File: src/rtl/combination_sequencer_pkg.sv
// comb_seq_pkg: shared types and encodings for the combination sequencer.
//   state_e      - sequencer FSM states
//   LUT_*        - lut_WrRd command encodings
//   MODE_*       - cfg_mode encodings
//   abortable()  - states from which abort diverts to RESET
package comb_seq_pkg;

  typedef enum logic [3:0] {
    S_IDLE,
    S_WAIT_RDY,
    S_LUT_WR,
    S_LUT_GAP,
    S_CAPTURE,
    S_READOUT,
    S_DRAIN,
    S_RESET,
    S_DONE
  } state_e;

  localparam logic [1:0] LUT_WR   = 2'b10;
  localparam logic [1:0] LUT_RD   = 2'b01;
  localparam logic [1:0] LUT_IDLE = 2'b00;

  localparam logic [1:0] MODE_HIST = 2'b10;
  localparam logic [1:0] MODE_FIFO = 2'b01;

  // RESET and DONE already lead back to IDLE, so abort is only honoured
  // between WAIT_RDY and DRAIN.
  function automatic logic abortable(state_e s);
    return s inside {S_WAIT_RDY, S_LUT_WR, S_LUT_GAP, S_CAPTURE, S_READOUT, S_DRAIN};
  endfunction

endpackage

File: src/rtl/combination_sequencer_if.sv
// Result stream (AXI-Stream style) between the sequencer and the host DMA.
//   tdata  - result word
//   tvalid - word present
//   tlast  - final word of the run
//   tready - sink accepts the word
interface combination_sequencer_if #(
  parameter int W = 32
);
  logic [W-1:0] tdata;
  logic         tvalid;
  logic         tlast;
  logic         tready;

  modport master (output tdata, tvalid, tlast, input  tready);
  modport slave  (input  tdata, tvalid, tlast, output tready);
endinterface

File: src/rtl/combination_sequencer_skid.sv
// comb_seq_skid: 2-entry output buffer between the readout path and the
// result stream. All outputs come straight from registers.
//   push/push_data - write one entry (caller guarantees not full unless popping)
//   pop            - consume the head entry (caller guarantees not empty)
//   flush          - drop all entries; wins over push/pop in the same cycle
//   occ            - entries held (0..2)
//   head/valid     - oldest entry and its presence
module comb_seq_skid #(
  parameter int W = 33
) (
  input  logic         clk,
  input  logic         rst_n,
  input  logic         push,
  input  logic [W-1:0] push_data,
  input  logic         pop,
  input  logic         flush,
  output logic [1:0]   occ,
  output logic [W-1:0] head,
  output logic         valid
);

  logic [W-1:0] mem [2];
  logic         wr_ptr;
  logic         rd_ptr;

  always_ff @(posedge clk or negedge rst_n) begin
    if (!rst_n) begin
      mem[0] <= '0;
      mem[1] <= '0;
      wr_ptr <= 1'b0;
      rd_ptr <= 1'b0;
      occ    <= 2'd0;
    end else if (flush) begin
      wr_ptr <= 1'b0;
      rd_ptr <= 1'b0;
      occ    <= 2'd0;
    end else begin
      if (push) begin
        mem[wr_ptr] <= push_data;
        wr_ptr      <= ~wr_ptr;
      end
      if (pop) rd_ptr <= ~rd_ptr;
      // push+pop together leaves occupancy unchanged
      case ({push, pop})
        2'b10:   occ <= occ + 2'd1;
        2'b01:   occ <= occ - 2'd1;
        default: ;
      endcase
    end
  end

  assign head  = mem[rd_ptr];
  assign valid = (occ != 2'd0);

endmodule

File: src/rtl/combination_sequencer.sv
// combination_sequencer: autonomous master for the combination module.
// Sequence per run: wait ready -> write LUT_DEPTH LUT entries (each followed
// by a one-cycle idle gap) -> capture for N cycles -> read back words into a
// 2-entry buffer that feeds the result stream -> drain -> reset the
// combination module -> done pulse.
// Ports:
//   clk, rst_n            - clock, async active-low reset
//   start, abort          - run trigger (IDLE only), abort level
//   cfg_*                 - run configuration, latched at start
//   busy, done, err       - status (done is a pulse, err sticky until start)
//   window..reset_comb    - control to the combination module
//   lut_WrRd/addr/dat_i   - LUT write port
//   ready_o..reset_comb_done - returns from the combination module
//   m                     - result stream master
module combination_sequencer
  import comb_seq_pkg::*;
#(
  parameter int CHANNELS    = 16,
  parameter int LUT_DEPTH   = 64,
  parameter int CNT_WIDTH   = 32,
  parameter int ACK_TIMEOUT = 1024,
  localparam int FW = $clog2(CHANNELS + 1),
  localparam int AW = $clog2(LUT_DEPTH),
  localparam int CW = $clog2(CHANNELS),
  localparam int TW = $clog2(ACK_TIMEOUT + 1)
) (
  input  logic                 clk,
  input  logic                 rst_n,
  input  logic                 start,
  input  logic                 abort,
  input  logic [63:0]          cfg_window,
  input  logic [FW-1:0]        cfg_filter_min,
  input  logic [FW-1:0]        cfg_filter_max,
  input  logic [1:0]           cfg_mode,
  input  logic [31:0]          cfg_capture_cycles,
  input  logic [16:0]          cfg_read_count,
  output logic                 busy,
  output logic                 done,
  output logic                 err,
  output logic [63:0]          window,
  output logic [FW-1:0]        filter_min,
  output logic [FW-1:0]        filter_max,
  output logic                 select_comb_fifo,
  output logic                 capture_enable,
  output logic                 start_reading,
  output logic                 ready_i,
  output logic                 reset_comb,
  output logic [1:0]           lut_WrRd,
  output logic [AW-1:0]        lut_addr,
  output logic [CHANNELS:0]    lut_dat_i,
  input  logic                 ready_o,
  input  logic                 lut_ack,
  input  logic                 comb_out_vd,
  input  logic [CNT_WIDTH-1:0] comb_count,
  input  logic                 reset_comb_done,
  combination_sequencer_if.master m
);

  // Entry i (1..CHANNELS) enables channel i-1; entry 0 and the tail are unused.
  function automatic logic [CHANNELS:0] lut_entry(logic [AW-1:0] i);
    logic [CHANNELS:0] e;
    e = '0;
    if (int'(i) >= 1 && int'(i) <= CHANNELS) begin
      e[CHANNELS] = 1'b1;
      e[CW-1:0]   = CW'(int'(i) - 1);
    end
    return e;
  endfunction

  state_e        state;
  logic [63:0]   lw;
  logic [FW-1:0] lfmin, lfmax;
  logic [1:0]    lmode;
  logic [31:0]   lcap;
  logic [16:0]   lrd;
  logic [31:0]   cap_cnt;
  logic [16:0]   acc;
  logic [TW-1:0] tmo_cnt;

  logic [31:0]          cap_eff;
  logic                 push, pop, flush;
  logic [1:0]           occ;
  logic [CNT_WIDTH:0]   sk_head;
  logic                 sk_valid;

  assign cap_eff = (lcap == 32'd0) ? 32'd1 : lcap;

  // Built from registers only, so m.tready never reaches ready_i.
  assign ready_i = (state == S_READOUT) && (occ != 2'd2) && (acc < lrd);
  assign push    = comb_out_vd && ready_i;
  assign pop     = sk_valid && m.tready;
  assign flush   = abort && abortable(state);

  comb_seq_skid #(.W(CNT_WIDTH + 1)) u_skid (
    .clk       (clk),
    .rst_n     (rst_n),
    .push      (push),
    .push_data ({(acc == lrd - 17'd1), comb_count}),
    .pop       (pop),
    .flush     (flush),
    .occ       (occ),
    .head      (sk_head),
    .valid     (sk_valid)
  );

  assign {m.tlast, m.tdata} = sk_head;
  assign m.tvalid           = sk_valid;

  always_ff @(posedge clk or negedge rst_n) begin
    if (!rst_n) begin
      state            <= S_IDLE;
      busy             <= 1'b0;
      done             <= 1'b0;
      err              <= 1'b0;
      window           <= '0;
      filter_min       <= '0;
      filter_max       <= '0;
      select_comb_fifo <= 1'b0;
      capture_enable   <= 1'b0;
      start_reading    <= 1'b0;
      reset_comb       <= 1'b0;
      lut_WrRd         <= LUT_IDLE;
      lut_addr         <= '0;
      lut_dat_i        <= '0;
      lw               <= '0;
      lfmin            <= '0;
      lfmax            <= '0;
      lmode            <= '0;
      lcap             <= '0;
      lrd              <= '0;
      cap_cnt          <= '0;
      acc              <= '0;
      tmo_cnt          <= '0;
    end else begin
      done <= 1'b0;
      if (flush) begin
        err           <= 1'b1;
        start_reading <= 1'b0;
        lut_WrRd      <= LUT_IDLE;
        reset_comb    <= 1'b1;
        tmo_cnt       <= '0;
        state         <= S_RESET;
      end else begin
        case (state)
          S_IDLE: if (start) begin
            lw    <= cfg_window;
            lfmin <= cfg_filter_min;
            lfmax <= cfg_filter_max;
            lmode <= cfg_mode;
            lcap  <= cfg_capture_cycles;
            lrd   <= cfg_read_count;
            err   <= 1'b0;
            busy  <= 1'b1;
            state <= S_WAIT_RDY;
          end
          S_WAIT_RDY: if (ready_o) begin
            window           <= lw;
            filter_min       <= lfmin;
            filter_max       <= lfmax;
            select_comb_fifo <= (lmode == MODE_FIFO);
            lut_WrRd         <= LUT_WR;
            lut_addr         <= '0;
            lut_dat_i        <= lut_entry('0);
            tmo_cnt          <= '0;
            state            <= S_LUT_WR;
          end
          S_LUT_WR: begin
            if (lut_ack) begin
              lut_WrRd <= LUT_IDLE;
              state    <= S_LUT_GAP;
            end else if (tmo_cnt == TW'(ACK_TIMEOUT - 1)) begin
              err        <= 1'b1;
              lut_WrRd   <= LUT_IDLE;
              reset_comb <= 1'b1;
              tmo_cnt    <= '0;
              state      <= S_RESET;
            end else begin
              tmo_cnt <= tmo_cnt + 1'b1;
            end
          end
          S_LUT_GAP: begin
            if (lut_addr == AW'(LUT_DEPTH - 1)) begin
              capture_enable <= 1'b1;
              cap_cnt        <= 32'd1;
              state          <= S_CAPTURE;
            end else begin
              lut_addr  <= lut_addr + 1'b1;
              lut_dat_i <= lut_entry(lut_addr + 1'b1);
              lut_WrRd  <= LUT_WR;
              tmo_cnt   <= '0;
              state     <= S_LUT_WR;
            end
          end
          S_CAPTURE: begin
            // cap_cnt counts cycles already spent here, starting at 1
            if (cap_cnt == cap_eff) begin
              if (lrd == 17'd0) begin
                reset_comb <= 1'b1;
                tmo_cnt    <= '0;
                state      <= S_RESET;
              end else begin
                start_reading <= 1'b1;
                acc           <= '0;
                state         <= S_READOUT;
              end
            end else begin
              cap_cnt <= cap_cnt + 32'd1;
            end
          end
          S_READOUT: if (push) begin
            acc <= acc + 17'd1;
            if (acc == lrd - 17'd1) begin
              start_reading <= 1'b0;
              state         <= S_DRAIN;
            end
          end
          S_DRAIN: if (occ == 2'd0) begin
            reset_comb <= 1'b1;
            tmo_cnt    <= '0;
            state      <= S_RESET;
          end
          S_RESET: begin
            if (reset_comb_done || tmo_cnt == TW'(ACK_TIMEOUT - 1)) begin
              if (!reset_comb_done) err <= 1'b1;
              reset_comb       <= 1'b0;
              capture_enable   <= 1'b0;
              window           <= '0;
              filter_min       <= '0;
              filter_max       <= '0;
              select_comb_fifo <= 1'b0;
              lut_addr         <= '0;
              lut_dat_i        <= '0;
              done             <= 1'b1;
              state            <= S_DONE;
            end else begin
              tmo_cnt <= tmo_cnt + 1'b1;
            end
          end
          S_DONE: begin
            busy  <= 1'b0;
            state <= S_IDLE;
          end
          default: state <= S_IDLE;
        endcase
      end
    end
  end

endmodule

File: src/flat_wrapper.sv
// flat-port wrapper written by rule: the top's interface ports become plain ports
module combination_sequencer_flat import comb_seq_pkg::*;
#(
  parameter int CHANNELS    = 16,
  parameter int LUT_DEPTH   = 64,
  parameter int CNT_WIDTH   = 32,
  parameter int ACK_TIMEOUT = 1024,
  localparam int FW = $clog2(CHANNELS + 1),
  localparam int AW = $clog2(LUT_DEPTH),
  localparam int CW = $clog2(CHANNELS),
  localparam int TW = $clog2(ACK_TIMEOUT + 1)
)
  (clk, rst_n, start, abort, cfg_window, cfg_filter_min, cfg_filter_max, cfg_mode, cfg_capture_cycles, cfg_read_count, busy, done, err, window, filter_min, filter_max, select_comb_fifo, capture_enable, start_reading, ready_i, reset_comb, lut_WrRd, lut_addr, lut_dat_i, ready_o, lut_ack, comb_out_vd, comb_count, reset_comb_done, m_tdata, m_tvalid, m_tlast, m_tready);
  combination_sequencer_if #(.W(32)) m_i ();
  input  logic clk;
  input  logic rst_n;
  input  logic start;
  input  logic abort;
  input  logic [63:0] cfg_window;
  input  logic [FW-1:0] cfg_filter_min;
  input  logic [FW-1:0] cfg_filter_max;
  input  logic [1:0] cfg_mode;
  input  logic [31:0] cfg_capture_cycles;
  input  logic [16:0] cfg_read_count;
  output logic busy;
  output logic done;
  output logic err;
  output logic [63:0] window;
  output logic [FW-1:0] filter_min;
  output logic [FW-1:0] filter_max;
  output logic select_comb_fifo;
  output logic capture_enable;
  output logic start_reading;
  output logic ready_i;
  output logic reset_comb;
  output logic [1:0] lut_WrRd;
  output logic [AW-1:0] lut_addr;
  output logic [CHANNELS:0] lut_dat_i;
  input  logic ready_o;
  input  logic lut_ack;
  input  logic comb_out_vd;
  input  logic [CNT_WIDTH-1:0] comb_count;
  input  logic reset_comb_done;
  output wire logic [$bits(m_i.tdata)-1:0] m_tdata;
  output wire logic [$bits(m_i.tvalid)-1:0] m_tvalid;
  output wire logic [$bits(m_i.tlast)-1:0] m_tlast;
  input wire logic [$bits(m_i.tready)-1:0] m_tready;
  assign m_tdata = m_i.tdata;
  assign m_tvalid = m_i.tvalid;
  assign m_tlast = m_i.tlast;
  assign m_i.tready = m_tready;
  combination_sequencer #(.CHANNELS(CHANNELS), .LUT_DEPTH(LUT_DEPTH), .CNT_WIDTH(CNT_WIDTH), .ACK_TIMEOUT(ACK_TIMEOUT)) u_core (.clk(clk), .rst_n(rst_n), .start(start), .abort(abort), .cfg_window(cfg_window), .cfg_filter_min(cfg_filter_min), .cfg_filter_max(cfg_filter_max), .cfg_mode(cfg_mode), .cfg_capture_cycles(cfg_capture_cycles), .cfg_read_count(cfg_read_count), .busy(busy), .done(done), .err(err), .window(window), .filter_min(filter_min), .filter_max(filter_max), .select_comb_fifo(select_comb_fifo), .capture_enable(capture_enable), .start_reading(start_reading), .ready_i(ready_i), .reset_comb(reset_comb), .lut_WrRd(lut_WrRd), .lut_addr(lut_addr), .lut_dat_i(lut_dat_i), .ready_o(ready_o), .lut_ack(lut_ack), .comb_out_vd(comb_out_vd), .comb_count(comb_count), .reset_comb_done(reset_comb_done), .m(m_i));
endmodule
File: config.mk
export PLATFORM = sky130hd
export DESIGN_NAME = combination_sequencer_flat
export DESIGN_NICKNAME = d
export VERILOG_FILES = /design/src/rtl/combination_sequencer_pkg.sv /design/src/rtl/combination_sequencer_if.sv /design/src/rtl/combination_sequencer_skid.sv /design/src/rtl/combination_sequencer.sv /design/src/flat_wrapper.sv
export SDC_FILE = /design/constraint.sdc
export NUM_CORES = 1
export LEC_CHECK = 0
export ABC_CLOCK_PERIOD_IN_PS = 9270
export BUFFER_PORTS_ARGS = -buffer_cell sky130_fd_sc_hd__buf_2
export CAP_MARGIN = 10
export CORE_MARGIN = 5
export CORE_UTILIZATION = 45
export CTS_BUF_LIST = sky130_fd_sc_hd__clkbuf_4
export CTS_CLUSTER_SIZE = 40
export DETAILED_ROUTE_END_ITERATION = 10
export GPL_ROUTABILITY_DRIVEN = 0
export PLACE_DENSITY_LB_ADDON = 0.2
export SYNTH_ARGS = -nofsm -noshare
export SYNTH_HDL_FRONTEND = slang
export SYNTH_SLANG_ARGS = --single-unit
File: constraint.sdc
create_clock -name clk -period 9.27 [get_ports clk]
set_input_delay 1.3905 -clock clk [delete_from_list [all_inputs] [get_ports clk]]
set_output_delay 1.3905 -clock clk [all_outputs]
set_load 0.005 [all_outputs]
==> results.md, run 1 <==
* Core Util, Final at 53.9%
* H-Tree Depth at 3
* Fin Clk Skew at 0.0484 ns
* Bufs and invs on worst path at 1
* CP max-delay cell: dfrtp_1
* Initial Utilization at 45.4%
* CP endpoint kind: output pin
* Antenna violations before repair at 11
* Max Cap Violations at 0
* Worst path top cell family by delay: compound AO/OA/AOI/OAI gates
* RSZ-0062 raised after global routing: false
* Tcrit/Tclk final at 47.5%
* Total core area at 36,500 um2
* Post-synthesis cell count at 1,527
* Grt ovf at 0
* Number of synthesized flops with an enable pin at 0
* Clk_lat worst skew at 0.77 ns
* Final hold violations at 0
* Post-route ant nets at 0
* Setup Viol. Count Final at 0
* Distinct cell type count after synthesis at 63
* Register area share after synthesis at 53.1%
* FF+latch count, synth at 352
* WL per Instance at 17.6 um
* Multi-input gate area at 7350 um2
* Drt total wl at 42.2 mm
* FILL cells at 3,378
* Kind of critical path: reg -> out
* First-pass GRT wire length at 69.0 mm
* Pwr Density at 294 nW/um2
* Detailed Place HPWL at 28.8 mm
* Vias in the first global route at 13,100
* Final net count at 2,038
* Top cell type's share of synthesized area at 53.1%
* Row count at 70
* Slack of the critical path at 4.87 ns
* CTS tree: yes
* Port Buffer Count at 293
* Most frequent cells in the layout: dfrtp_1 (352), buf_2 (292), mux2_2 (224)
* Post-CTS resize count at 0
* Die area at 40,800 um2
* Measured slew at the worst slew-check pin at 1.14 ns
* Clock-pin slew on the worst setup and hold paths at 0.06 ns
* Most common cell after layout, fill and taps aside: dfrtp_1
* CP Data Required Time at 7.88 ns
* Achievable Freq at 227 MHz
* Max incr delay on CP at 0.56 ns
* CTS Hold Buffers Added at 0
* Synthesized area at 16,600 um2
* Predominant post-synthesis flop cell: dfrtp_1
* # IOs at 307
* Max rail drop VDD at 0.153 mV
* Syn avg cell area at 10.9 um2
* Layout cells sized above 1 at 36.5%
* Yosys top cell by area: dfrtp_1
* DR vias/cell at 5.31
* Post-CTS Setup Inserts at 0
* Crit-path cells: nor2b_1 > nand3b_2 > a2111oi_0 > o211a_1 > buf_2
* Worst relative slew slack at 23.7%
* DR DRC count at 0
* CP max FO at 14
* Layout area overhead at 18.5%
* Worst hold path type: reg -> reg
* CP Data Arrival Time at 3.01 ns
* Initial DRC count at 642
* Critical Path Start Type: flip-flop
* Placement Setup Slack at 5.35 ns
* CTS Sinks at 352
* Die width at 202 um
* Outcome: finished clean
* Static Leakage at 9.70 nW
* Clock buffer depth at 3
* TritonRoute pass-1 iters at 5
* Worst hold margin at 0.473 ns
* Share of flip-flops with an asynchronous set or reset at 100%
* Seq. cell area at 8810 um2
* CTS Buf Count at 98
* Final setup TNS at 0 ns
* Final-report max-slew violation count at 0
* Synth warn at 0
* Die height at 202 um
* Crit path time final at 4.40 ns
* Overall Power at 0.00578 W
* Routed via count at 12,700
* GR Util All Layers at 20.6%
* Top cells by area, synth: dfrtp_1 (53%), mux2_2 (15%), nand2_1 (4.8%), o21ai_0 (3.8%), xor2_1 (2.5%)
* Largest net degree at the start of global routing at 83
* Root Driver: clkbuf_4
-- flip-flops by register name, summed over array words and instances (netlist names), 2 cells and up --
register / cells
u_core.acc: 17
u_core.cap_cnt: 32
u_core.filter_max: 5
u_core.filter_min: 5
u_core.lcap: 32
u_core.lfmax: 5
u_core.lfmin: 5
u_core.lmode: 2
u_core.lrd: 17
u_core.lut_addr: 6
u_core.lut_dat_i: 5
u_core.lw: 64
u_core.state: 4
u_core.tmo_cnt: 11
u_core.u_skid.mem: 66
u_core.u_skid.occ: 2
u_core.window: 64
-- final cells by class --
class | count | share of cell area (%)
Timing Repair Buffer | 308 | 8.08
Inverter | 29 | 0.553
Clock buffer | 138 | 5.27
Sequential cell | 352 | 44.8
Clock inverter | 31 | 0.897
Antenna cell | 8 | 0.102
Tap cell | 468 | 2.98
Multi-Input combinational cell | 1058 | 37.3
-- kinds of logic after synthesis --
family	after synthesis	synth area share, %
flip-flops	352	53.1
adder cells (fa/ha/maj)	25	1.88
multiplexers	226	15.3
AND/OR/NAND/NOR	461	13.3
AO/OA/AOI/OAI	257	9.20
other	1	0.0226
XOR/XNOR	76	4.01
buffers and inverters	129	3.23
-- through the flow --
step / cell area (um2) / std cells
4_1_cts: 19600 / 2383
6_report: 19700 / 2392
5_1_grt: 19700 / 2391
3_5_place_dp: 18400 / 2214
3_3_place_gp: 18400 / 2214
2_1_floorplan: 16600 / 1539
-- synthesized netlist by cell type (4+ instances only) --
cell         n
nand2b_1     6
o21a_1       8
nor2_1      74
nor3_1      17
mux2_2     224
a211oi_1     4
or4b_2       6
nand3b_1     4
clkbuf_1    78
or4_1        8
nor2b_1      4
nand4_1     13
or3_1       12
o31ai_1      6
dfrtp_1    352
o21ai_0    125
nand3_1     26
ha_1        25
a21oi_1     45
inv_1       29
xnor2_1     29
buf_4       13
nor4_1      28
a22o_1       5
or2_2        4
and3_1      31
nand2_1    211
xor2_1      47
o2111ai_1   15
a31oi_1     21
buf_1        7
-- report_power, final --
group          switching [W]  leakage (nW)  internal, W
Clock               0.000656         0.720     0.000737
Combinational       0.000994          4.44     0.000912
Sequential          0.000415          4.54      0.00206
-- worst reg2reg max path, stage by stage (launching register included) --
cell       delay [ns]
dfrtp_1          0.56
nor2b_1          0.43
nand3b_2         0.26
a2111oi_0        0.51
o2111ai_1        0.39
nor2_1           0.77
nand2_1          0.13
buf_4            0.30
mux2_2           0.37
-- worst paths after layout --
path,startpoint,endpoint,slack (ns),depth (start not counted)
min reg2reg,u_core.window[26],u_core.window[26],0.47,2
min,u_core.window[26],u_core.window[26],0.47,2
max,u_core.state[2],ready_i,4.87,5
min in group asynchronous,rst_n,u_core.lrd[3],0.57,1
max in group asynchronous,rst_n,u_core.window[2],6.57,3
max reg2reg,u_core.state[2],u_core.u_skid.mem[25],5.40,8
-- routing by layer --
| layer | share of wire [%] | global-route usage [%] |
|---|---|---|
| met2 | 47 | 32.3 |
| met5 | 0.10 | 0 |
| met1 | 43 | 26.5 |
| met4 | 2.7 | 8.13 |
| met3 | 7.2 | 6.98 |
(Power assumes the default switching activity.)
==> run 2: changes to the inputs <==
--- a/config.mk
+++ b/config.mk
@@ -5,7 +5,7 @@
 export SDC_FILE = /design/constraint.sdc
 export NUM_CORES = 1
 export LEC_CHECK = 0
-export ABC_CLOCK_PERIOD_IN_PS = 9270
+export ABC_CLOCK_PERIOD_IN_PS = 4200
 export BUFFER_PORTS_ARGS = -buffer_cell sky130_fd_sc_hd__buf_2
 export CAP_MARGIN = 10
 export CORE_MARGIN = 5
==> constraint.sdc (replaced) <==
create_clock -name clk -period 4.2 [get_ports clk]
set_input_delay 0.63 -clock clk [delete_from_list [all_inputs] [get_ports clk]]
set_output_delay 0.63 -clock clk [all_outputs]
set_load 0.005 [all_outputs]
==> run 2 against run 1 <==
Net effect: flip-flop and latch count is the same; cell area grew 1.1%; utilization grew 0.62 points; first-iteration DRC count grew 15%; count of clock-buffer cells in the layout grew 8; global-route usage shrank 0.067 points; clock skew shrank 0.022 ns; routed wire length grew 0.63%; largest cell class unchanged.
==> results.md, run 2 (synthesis results as in run 1) <==
* Outcome: finished clean (unchanged)
* Port Buffer Count at 293 (unchanged)
* Max Cap Violations at 0 (unchanged)
* Row count at 70 (unchanged)
* Seq. cell area at 8810 um2 (unchanged)
* Initial DRC count at 741 (was 642)
* DR vias/cell at 5.35 (was 5.31)
* CTS Buf Count at 99 (was 98)
* Static Leakage at 9.82 nW (was 9.70 nW)
* Layout cells sized above 1 at 37.0% (was 36.5%)
* RSZ-0062 raised after global routing: false (unchanged)
* Worst relative slew slack at 19.8% (was 23.7%)
* CP Data Required Time at 3.57 ns (was 7.88 ns)
* Vias in the first global route at 13,200 (was 13,100)
* Setup Viol. Count Final at 0 (unchanged)
* Final net count at 2,065 (was 2,038)
* Initial Utilization at 45.4% (unchanged)
* Measured slew at the worst slew-check pin at 1.20 ns (was 1.14 ns)
* Final setup TNS at 0 ns (unchanged)
* Overall Power at 0.0128 W (was 0.00578 W)
* Die width at 202 um (unchanged)
* Achievable Freq at 274 MHz
* CTS tree: yes (unchanged)
* Detailed Place HPWL at 28.9 mm (was 28.8 mm)
* CP Data Arrival Time at 3.02 ns (was 3.01 ns)
* Layout area overhead at 19.9% (was 18.5%)
* Clock buffer depth at 3 (unchanged)
* Most common cell after layout, fill and taps aside: dfrtp_1 (unchanged)
* Multi-input gate area at 7350 um2 (unchanged)
* Total core area at 36,500 um2 (unchanged)
* Kind of critical path: reg -> out (unchanged)
* TritonRoute pass-1 iters at 5 (unchanged)
* Worst hold path type: in -> reg (was reg -> reg)
* Post-route ant nets at 0 (unchanged)
* Die height at 202 um (unchanged)
* Final hold violations at 0 (unchanged)
* GR Util All Layers at 20.6% (about the same)
* Crit path time final at 3.65 ns
* Post-CTS resize count at 0 (unchanged)
* FILL cells at 3,296 (was 3,378)
* CP endpoint kind: output pin (unchanged)
* Critical Path Start Type: flip-flop (unchanged)
* Tcrit/Tclk final at 86.9%
* Post-CTS Setup Inserts at 0 (unchanged)
* Worst hold margin at 0.0881 ns (was 0.473 ns)
* Root Driver: clkbuf_4 (unchanged)
* Final-report max-slew violation count at 0 (unchanged)
* Largest reg by FF count: u_core.u_skid.mem (unchanged)
* Clock-pin slew on the worst setup and hold paths at 0.07 ns (was 0.06 ns)
* Routed via count at 12,900 (was 12,700)
* Core Util, Final at 54.5% (was 53.9%)
* Fin Clk Skew at 0.0263 ns (was 0.0484 ns)
* Max rail drop VDD at 0.357 mV (was 0.153 mV)
* Clk_lat worst skew at 0.77 ns (about the same)
* Top flop regs: u_core.u_skid.mem (66), u_core.lw (64), u_core.window (64) (unchanged)
* # IOs at 307 (unchanged)
* Drt total wl at 42.4 mm (was 42.2 mm)
* Pwr Density at 641 nW/um2 (was 294 nW/um2)
* CP max FO at 14 (unchanged)
* Largest net degree at the start of global routing at 104 (was 83)
* CTS Sinks at 352 (unchanged)
* Most frequent cells in the layout: dfrtp_1 (352), buf_2 (292), mux2_2 (224) (unchanged)
* First-pass GRT wire length at 69.3 mm (was 69.0 mm)
* H-Tree Depth at 3 (unchanged)
* WL per Instance at 17.6 um (about the same)
* Grt ovf at 0 (unchanged)
* Die area at 40,800 um2 (unchanged)
* Antenna violations before repair at 10 (was 11)
* DR DRC count at 0 (unchanged)
* Max FFs per register at 66 (unchanged)
[run 2: cell count changes in the layout (fill, tap and decap cells not counted)]
cell and delta:
diode_2 -3, bufinv_16 -2, clkinvlp_4 -1, dlygate4sd3_1 +16
buf_4 +7, clkinv_1 -12, clkinv_4 +1, buf_12 +3
inv_2 +1, clkbuf_4 +8
[run 2: final cells by class]
| cell class | count | area share, % |
|---|---|---|
| inverter | 29 | 0.547 |
| clock inverter | 18 | 0.384 |
| tap | 468 | 2.94 |
| antenna | 5 | 0.0629 |
| timing repair buffer | 334 | 9.36 |
| sequential | 352 | 44.3 |
| multi-input combinational | 1058 | 36.9 |
| clock buffer | 146 | 5.51 |
[run 2: where the power goes]
part           total (W)  leakage (nW)  internal [W]  switching, W
logic            0.00437          4.57       0.00207       0.00230
registers        0.00540          4.54       0.00455      0.000851
clock network    0.00298         0.718       0.00157       0.00141
total             0.0128          9.82       0.00820       0.00456
[run 2: critical path: stages, from the launching register on]
cell,delay [ns]
dfrtp_1,0.59
nor2b_1,0.46
nand3b_2,0.31
a2111oi_0,0.50
o211a_1,0.26
buf_2,0.14
[run 2: worst paths after layout]
path	slack, ns	endpoint	startpoint	cells past startpoint
worst max-delay path	0.55	ready_i	u_core.state[2]	5
worst min-delay path	0.09	u_core.lw[60]	cfg_window[60]	2
worst max register to register	0.66	u_core.state[0]	u_core.lrd[1]	10
worst min register to register	0.47	u_core.window[32]	u_core.window[32]	2
max in group asynchronous	2.63	u_core.window[34]	rst_n	3
min in group asynchronous	0.52	u_core.lrd[3]	rst_n	2
[run 2: routing by layer]
metal	track usage [%]	wire [um]	vias up
met5	0	56	-
met4	8.64	1220	10
met3	6.90	3190	91
met2	31.8	19800	401
met1	26.5	18100	6270
li1	-	-	6112
[run 2: metrics by stage]
step | worst slack (ns) | cells | cell area [um2]
6_report | 0.549 | 2410 | 19900
5_1_grt | 0.358 | 2410 | 19900
4_1_cts | 0.503 | 2405 | 19900
3_5_place_dp | 0.651 | 2225 | 18600
3_3_place_gp | 0.730 | 2225 | 18600
2_1_floorplan | 0.991 | 1539 | 16600
[run 2: what timing repair did]
action	4_1_cts	5_1_grt
endpoints found under the hold margin	109	0
hold buffers	16	0
setup endpoints to repair	0	0
